==> src/rtl/alu_regfile_wb_if.sv <==
// Bus between the ALU datapath and the operand register file / write-back stage.
// The master side drives the read selects and write-back requests and receives
// the operands, the architectural flags and the write-back pending indication.
interface alu_regfile_wb_if #(
    parameter int DATA_WIDTH = 8,
    parameter int NUM_REGS   = 8
);
    localparam int ADDR_WIDTH = $clog2(NUM_REGS);

    logic [ADDR_WIDTH-1:0] rd_addr_a;
    logic [ADDR_WIDTH-1:0] rd_addr_b;
    logic [DATA_WIDTH-1:0] op_a;
    logic [DATA_WIDTH-1:0] op_b;
    logic                  wr_en;
    logic [ADDR_WIDTH-1:0] wr_addr;
    logic [DATA_WIDTH-1:0] wr_data;
    logic                  flags_en;
    logic                  alu_carry;
    logic                  alu_overflow;
    logic [3:0]            flags;
    logic                  wb_pending;

    modport master (
        output rd_addr_a, rd_addr_b, wr_en, wr_addr, wr_data,
               flags_en, alu_carry, alu_overflow,
        input  op_a, op_b, flags, wb_pending
    );

    modport slave (
        input  rd_addr_a, rd_addr_b, wr_en, wr_addr, wr_data,
               flags_en, alu_carry, alu_overflow,
        output op_a, op_b, flags, wb_pending
    );
endinterface

==> src/rtl/alu_regfile_wb.sv <==
// Operand register file with a one-deep write-back register in front of it.
// A result issued in cycle t is captured into the write-back register, forwarded
// to both read ports and the flags output in cycle t+1, and committed to the
// array / NVCZ flags register on the following edge.
module alu_regfile_wb #(
    parameter int  DATA_WIDTH = 8,
    parameter int  NUM_REGS   = 8,
    localparam int ADDR_WIDTH = $clog2(NUM_REGS)
) (
    input logic              clk,
    input logic              rst_n,
    alu_regfile_wb_if.slave  bus
);

    if (NUM_REGS < 2 || (NUM_REGS & (NUM_REGS - 1)) != 0) begin : g_bad_num_regs
        $error("alu_regfile_wb: NUM_REGS must be a power of two and at least 2");
    end

    logic [DATA_WIDTH-1:0] regs_q [NUM_REGS];
    logic [DATA_WIDTH-1:0] regs_d [NUM_REGS];
    logic [3:0]            flags_q, flags_d;
    logic                  wb_valid_q, wb_valid_d;
    logic                  wb_fvalid_q, wb_fvalid_d;
    logic [ADDR_WIDTH-1:0] wb_addr_q, wb_addr_d;
    logic [DATA_WIDTH-1:0] wb_data_q, wb_data_d;
    logic [3:0]            wb_flags_q, wb_flags_d;

    // Next state: commit the older write-back entry while capturing the newer request.
    always_comb begin
        regs_d      = regs_q;
        flags_d     = flags_q;
        wb_valid_d  = bus.wr_en;
        wb_fvalid_d = bus.flags_en;
        wb_addr_d   = wb_addr_q;
        wb_data_d   = wb_data_q;
        wb_flags_d  = wb_flags_q;

        if (wb_valid_q) begin
            regs_d[wb_addr_q] = wb_data_q;
        end
        if (wb_fvalid_q) begin
            flags_d = wb_flags_q;
        end
        if (bus.wr_en) begin
            wb_addr_d = bus.wr_addr;
            wb_data_d = bus.wr_data;
        end
        if (bus.flags_en) begin
            wb_flags_d = {bus.wr_data[DATA_WIDTH-1], bus.alu_overflow,
                          bus.alu_carry, (bus.wr_data == '0)};
        end
    end

    // State registers; reset discards any pending write-back without committing it.
    always_ff @(posedge clk or negedge rst_n) begin
        if (!rst_n) begin
            regs_q      <= '{default: '0};
            flags_q     <= '0;
            wb_valid_q  <= 1'b0;
            wb_fvalid_q <= 1'b0;
            wb_addr_q   <= '0;
            wb_data_q   <= '0;
            wb_flags_q  <= '0;
        end else begin
            regs_q      <= regs_d;
            flags_q     <= flags_d;
            wb_valid_q  <= wb_valid_d;
            wb_fvalid_q <= wb_fvalid_d;
            wb_addr_q   <= wb_addr_d;
            wb_data_q   <= wb_data_d;
            wb_flags_q  <= wb_flags_d;
        end
    end

    // Read ports see the pending write-back value ahead of the array; the
    // same-cycle write request is deliberately not forwarded.
    always_comb begin
        bus.op_a = regs_q[bus.rd_addr_a];
        bus.op_b = regs_q[bus.rd_addr_b];
        if (wb_valid_q && wb_addr_q == bus.rd_addr_a) begin
            bus.op_a = wb_data_q;
        end
        if (wb_valid_q && wb_addr_q == bus.rd_addr_b) begin
            bus.op_b = wb_data_q;
        end
    end

    // Architectural flags view and pending indication.
    always_comb begin
        bus.flags      = wb_fvalid_q ? wb_flags_q : flags_q;
        bus.wb_pending = wb_valid_q | wb_fvalid_q;
    end

endmodule

==> src/flat_wrapper.sv <==
// flat-port wrapper written by rule: the top's interface ports become plain ports
module alu_regfile_wb_flat 
#(
    parameter int  DATA_WIDTH = 8,
    parameter int  NUM_REGS   = 8,
    localparam int ADDR_WIDTH = $clog2(NUM_REGS)
)
  (clk, rst_n, bus_rd_addr_a, bus_rd_addr_b, bus_wr_en, bus_wr_addr, bus_wr_data, bus_flags_en, bus_alu_carry, bus_alu_overflow, bus_op_a, bus_op_b, bus_flags, bus_wb_pending);
  alu_regfile_wb_if #(.DATA_WIDTH(DATA_WIDTH), .NUM_REGS(NUM_REGS)) bus_i ();
  input logic clk;
  input logic rst_n;
  input wire logic [$bits(bus_i.rd_addr_a)-1:0] bus_rd_addr_a;
  input wire logic [$bits(bus_i.rd_addr_b)-1:0] bus_rd_addr_b;
  input wire logic [$bits(bus_i.wr_en)-1:0] bus_wr_en;
  input wire logic [$bits(bus_i.wr_addr)-1:0] bus_wr_addr;
  input wire logic [$bits(bus_i.wr_data)-1:0] bus_wr_data;
  input wire logic [$bits(bus_i.flags_en)-1:0] bus_flags_en;
  input wire logic [$bits(bus_i.alu_carry)-1:0] bus_alu_carry;
  input wire logic [$bits(bus_i.alu_overflow)-1:0] bus_alu_overflow;
  output wire logic [$bits(bus_i.op_a)-1:0] bus_op_a;
  output wire logic [$bits(bus_i.op_b)-1:0] bus_op_b;
  output wire logic [$bits(bus_i.flags)-1:0] bus_flags;
  output wire logic [$bits(bus_i.wb_pending)-1:0] bus_wb_pending;
  assign bus_i.rd_addr_a = bus_rd_addr_a;
  assign bus_i.rd_addr_b = bus_rd_addr_b;
  assign bus_i.wr_en = bus_wr_en;
  assign bus_i.wr_addr = bus_wr_addr;
  assign bus_i.wr_data = bus_wr_data;
  assign bus_i.flags_en = bus_flags_en;
  assign bus_i.alu_carry = bus_alu_carry;
  assign bus_i.alu_overflow = bus_alu_overflow;
  assign bus_op_a = bus_i.op_a;
  assign bus_op_b = bus_i.op_b;
  assign bus_flags = bus_i.flags;
  assign bus_wb_pending = bus_i.wb_pending;
  alu_regfile_wb #(.DATA_WIDTH(DATA_WIDTH), .NUM_REGS(NUM_REGS)) u_core (.clk(clk), .rst_n(rst_n), .bus(bus_i));
endmodule
==> config.mk <==
export PLATFORM = sky130hd
export DESIGN_NAME = alu_regfile_wb_flat
export DESIGN_NICKNAME = d
export VERILOG_FILES = /design/src/rtl/alu_regfile_wb_if.sv /design/src/rtl/alu_regfile_wb.sv /design/src/flat_wrapper.sv
export SDC_FILE = /design/constraint.sdc
export NUM_CORES = 1
export LEC_CHECK = 0
export BUFFER_PORTS_ARGS = -buffer_cell sky130_fd_sc_hd__buf_2
export CELL_PAD_IN_SITES_DETAIL_PLACEMENT = 2
export CELL_PAD_IN_SITES_GLOBAL_PLACEMENT = 2
export CORE_ASPECT_RATIO = 2
export CORE_MARGIN = 8
export CORE_UTILIZATION = 47
export CTS_CLUSTER_SIZE = 24
export DETAILED_ROUTE_END_ITERATION = 10
export PLACE_DENSITY_LB_ADDON = 0.1
export SETUP_SLACK_MARGIN = 0.3
export SLEW_MARGIN = 20
export SYNTH_ARGS = -nofsm -noshare
export SYNTH_HDL_FRONTEND = slang
export SYNTH_SLANG_ARGS = --single-unit
==> constraint.sdc <==
create_clock -name clk -period 3.65 [get_ports clk]
set_clock_uncertainty 0.1 [all_clocks]
set_input_delay 0.365 -clock clk [delete_from_list [all_inputs] [get_ports clk]]
set_output_delay 0.365 -clock clk [all_outputs]
set_load 0.02 [all_outputs]
## Word level (Yosys, flattened, before mapping)

Index checks and enable logic that the tools add are counted.

- Input bits: 23
- Logic and storage cells: 40
- Bits in registers: 85
- Output and inout port bits: 21

- Reduce and logical (&&, ||, !) cells: 4
- Bitwise operators: 4
- $lt $le $gt $ge: 4
- Multiplexer cells: 12
- Equality and inequality tests: 2

Operators with widths:

| cell | count |
|---|---|
| bitwise mux 64 bit | 1 |
| two-way mux 8 bit | 7 |
| binary-select mux 8 bit (select 3 bit) | 2 |
| demux 8 bit (select 3 bit) | 1 |
| greater-or-equal comparator 4 bit, second input constant | 3 |
| NOT 3 -> 4 bit | 3 |
| logical NOT 8 bit | 1 |
| == test 3 bit | 2 |
| < comparator 4 x 1 -> 1 bit, second input constant | 1 |
| two-way mux 4 bit | 1 |
| logical AND 1 bit | 3 |
| OR 1 bit | 1 |

## Logic depth before layout (Yosys ltp)

- Depth after elaboration: 6
- Mapped depth: 5
- Mapped depth without buffers: 3

## Worst setup path before layout

OpenSTA, ideal clock, no wires.

- Kind: input to output
- Start point: input port bus_rd_addr_a[0]
- End point: output port bus_op_a[6]
- Cell stages on the path: 5
- Path buffers: 2
- Path slack: 1.481 ns
- Arrival: 1.704 ns
- Data required time: 3.185 ns
- Cell sequence: buf_6 -> buf_12 -> mux4_1 -> mux2_2 -> mux2_4

- Word-level cells in the longest chain between the ends: 5
- Elaborated cells between the ends (all ways): 7
- Those cells by class: eq/ne (1); mux (4); bitwise (1); reduce/logical (1)

Ends and longest elaborated chain:

| element | RTL line | source |
|---|---|---|
| start: declaration | flat_wrapper.sv:12 | `input wire logic [$bits(bus_i.rd_addr_a)-1:0] bus_rd_addr_a;` |
| NOT 3 -> 4 bit (implied by the code) | alu_regfile_wb.sv:78 | `bus.op_a = regs_q[bus.rd_addr_a];` |
| binary-select mux 8 bit (select 3 bit) | alu_regfile_wb.sv:78 |  |
| two-way mux 8 bit (implied by the code) (2 in a row) | alu_regfile_wb.sv:78 |  |
| two-way mux 8 bit (*) | alu_regfile_wb.sv:80 | `if (wb_valid_q && wb_addr_q == bus.rd_addr_a) begin` |
| end: declaration | flat_wrapper.sv:20 | `output wire logic [$bits(bus_i.op_a)-1:0] bus_op_a;` |

Mark *: on every way between the ends. The rest lies on a longest branch, timed or not. The select of a mux whose other input is x is not followed.

## Final worst setup path

- Start point: register u_core.wb_addr_q[0]
- End point: output port bus_op_a[6]

- Word-level cells in the longest chain between the ends: 3

Ends and longest elaborated chain:

| element | RTL line | source |
|---|---|---|
| start: declaration | alu_regfile_wb.sv:24 | `logic [ADDR_WIDTH-1:0] wb_addr_q, wb_addr_d;` |
| start signal: assignment | alu_regfile_wb.sv:69 | `wb_addr_q <= wb_addr_d;` |
| == test 3 bit | alu_regfile_wb.sv:80 |  |
| logical AND 1 bit | alu_regfile_wb.sv:80 |  |
| two-way mux 8 bit | alu_regfile_wb.sv:80 |  |

No other way between the ends.

==> metrics.md <==
| Metric | Value |
|---|---|
| Relative slew slack | `0.315` |
| Count of cells resized by post-cts repair | `0` |
| Crit path time final | `2.85 ns` |
| Fin. Hold Viols | `27` |
| Placeable core area | `9570 sq um` |
| Cells after synthesis | `278` |
| Part of the cycle the worst path needs | `0.781` |
| IO buf count | `43` |
| Die Y | `155 um` |
| Worst Hold Class | `input port to asynchronous set/reset pin` |
| WP data arrival | `2.38 ns` |
| Syn avg cell area | `16.4 sq um` |
| Max_cap viols | `0` |
| Reg2reg start | `u_core.wb_addr_q[1]` |
| Least-Margin Pin Slew | `1.02 ns` |
| Via Count | `2626` |
| # clock sinks | `85` |
| Max stage delay on crit path | `0.63 ns` |
| Mapped Nets | `301` |
| Antenna diode instance count | `0` |
| Synth cell types | `23` |
| Placement row count | `51` |
| Slowest CP cell | `dfrtp_1` |
| Via density | `6.27` |
| Largest net degree at the start of global routing | `86` |
| Final net count | `332` |
| Antenna violations before repair | `0` |
| Mapped cell area | `4570 sq um` |
| Antenna viol nets, final | `0` |
| Pwr Density | `686 nW/um^2` |
| Post-DR wirelength/cell | `27.7 um` |
| Hold-fix buffers, CTS | `0` |
| WL final | `11600 um` |
| Failing checks | `hold timing` |
| Commonest non-fill, non-tap cell in the layout | `dfrtp_1` |
| Vias in the first global route | `3149` |
| Detailed Place HPWL | `7870 um` |
| CP Cell Sequence | `xnor2_1 > nand4_1 > mux2_4 > buf_2` |
| CTS Root Buffer Type | `clkbuf_16` |
| Crit path required time | `3.18 ns` |
| Clock buffer depth | `2` |
| GRT Util Overall | `0.188` |
| Reg2reg path depth | `3` |
| Die Wd | `85.7 um` |
| Placed insts | `404` |
| I/O pin cnt | `44` |
| Leakage | `2.18 nW` |
| TritonCTS buffer count | `9` |
| Register bit total from synthesis | `85` |
| Slew Limit Fails | `0` |
| Clock-pin slew on the worst setup and hold paths | `0.06 ns` |
| Finished Layout Cells | `419` |
| WS Path Type | `register to output pin` |
| Endpoints failing setup | `0` |
| Status | `finished, violations left` |
| Post-CTS setup buffer count | `0` |
| WHS | `-0.0402 ns` |
| Initial drt markers | `108` |
| Warnings from Yosys | `0` |
| DRC Markers | `0` |
| Reg2reg setup slack | `1.48 ns` |
| Most frequent cells in the layout | `dfrtp_1, mux2_2, buf_2` |
| Layout area overhead | `10.7%` |
| Maximum clock rate | `351 MHz` |
| Global-route wire length before repair | `18600 um` |
| Total grt overflow | `0` |
| Sequential element share of the synthesized area | `0.466` |
| Initial Util | `0.477` |
| Number of H-tree levels | `3` |
| Worst vdd rail ir drop | `0.000344 V` |
| Fin util | `0.528` |
| RSZ-0062 raised after global routing | `false` |
| Layout cell share with drive strength beyond 1 | `0.508` |
| Clock Latency Late Sink | `0.34 ns` |
| Crit Path Max Fanout | `11` |
| Crit. End Element | `output pin` |
| CP Launch Type | `register` |
| DR pass1 iterations | `4` |
| GPL Wtd Cong | `0.783` |
| CTS tree | `yes` |
| Total negative setup slack | `0 ns` |
| Reg-to-reg endpoint | `u_core.regs_q[60]` |
| Total die area | `13300 sq um` |
-- logic make-up after synthesis --
kind of cell,count (synthesis),synth area share
multiplexers,146,0.455
flip-flops,85,0.466
buffers and inverters,24,0.0367
AND/OR/NAND/NOR,16,0.0299
XOR/XNOR,6,0.0115
AO/OA/AOI/OAI,1,0.00109
-- report_power, final --
group / leakage [nW] / internal, mW / switching [mW]
clock: 0.141 / 0.546 / 0.373
sequential: 1.02 / 1.24 / 0.261
combinational: 1.02 / 0.619 / 0.429
-- state kept, by name, summed over array words and instances (netlist names) --
name and count:
u_core.regs_q 64, u_core.flags_q 4, u_core.wb_fvalid_q 1, u_core.wb_valid_q 1
u_core.wb_data_q 8, u_core.wb_flags_q 4, u_core.wb_addr_q 3
-- synth_stat cells (all sizes together) --
| cell type | number | area share |
|---|---|---|
| mux2 | 114 | 0.28 |
| dfrtp | 85 | 0.47 |
| mux4 | 32 | 0.17 |
| buf | 12 | 0.027 |
| clkbuf | 11 | 0.0090 |
| xnor2 | 6 | 0.012 |
| nand4 | 3 | 0.0041 |
| nand4b | 3 | 0.0058 |
| nor3 | 2 | 0.0044 |
| nor3b | 2 | 0.0082 |
| nor4 | 2 | 0.0027 |
| inv | 1 | 0.00082 |
| nand2 | 1 | 0.00082 |
| nand2b | 1 | 0.0014 |
| nand3 | 1 | 0.0011 |
| o21ai | 1 | 0.0011 |
| or2 | 1 | 0.0014 |
-- per-stage QoR --
step	setup WS (ns)	power, mW	cell area, sq um
2_1_floorplan	1.48	2.22	4570
3_3_place_gp	0.959	2.45	4750
3_5_place_dp	0.880	2.56	4750
4_1_cts	0.776	3.52	5050
5_1_grt	0.688	3.64	5060
6_report	0.800	3.47	5060
-- critical path: cells and delay by family, from the launching register on --
family	cells	cell delay (ns)
flops	1	0.63
simple gates	1	0.55
mux	1	0.51
xor+xnor	1	0.19
buf+inv	1	0.16
-- final cells by class --
type                       count  area [sq um]
clock buffer                  10           239
clock inverter                 5          58.8
fill                         865          4520
inverter                       1          3.75
multi-input combinational    169          2270
sequential                    85          2130
tap                          106           133
timing repair buffer          43           221
-- how the worst max path moves through the flow --
| stage | start | to | slack (ns) | cells after the start |
|---|---|---|---|---|
| after global routing | u_core.wb_addr_q[0] | bus_op_a[5] | 0.69 | 4 |
| final | u_core.wb_addr_q[0] | bus_op_a[6] | 0.80 | 4 |
| after floorplan | bus_rd_addr_a[0] | bus_op_a[6] | 1.48 | 5 |
| after detailed placement | bus_rd_addr_a[0] | bus_op_a[6] | 0.88 | 5 |
| after CTS | u_core.wb_addr_q[0] | bus_op_a[6] | 0.78 | 4 |
| after global placement | bus_rd_addr_a[0] | bus_op_a[6] | 0.96 | 5 |
-- routing by layer --
layer  vias to the layer above  track usage  share of wire
met3                        11       0.0301          0.021
met1                      1419        0.217           0.42
met5                         -            0              0
li1                       1146            -              -
met2                        50        0.339           0.55
met4                         0       0.0665          0.013
Note: power is estimated with default switching activity, not from simulation.
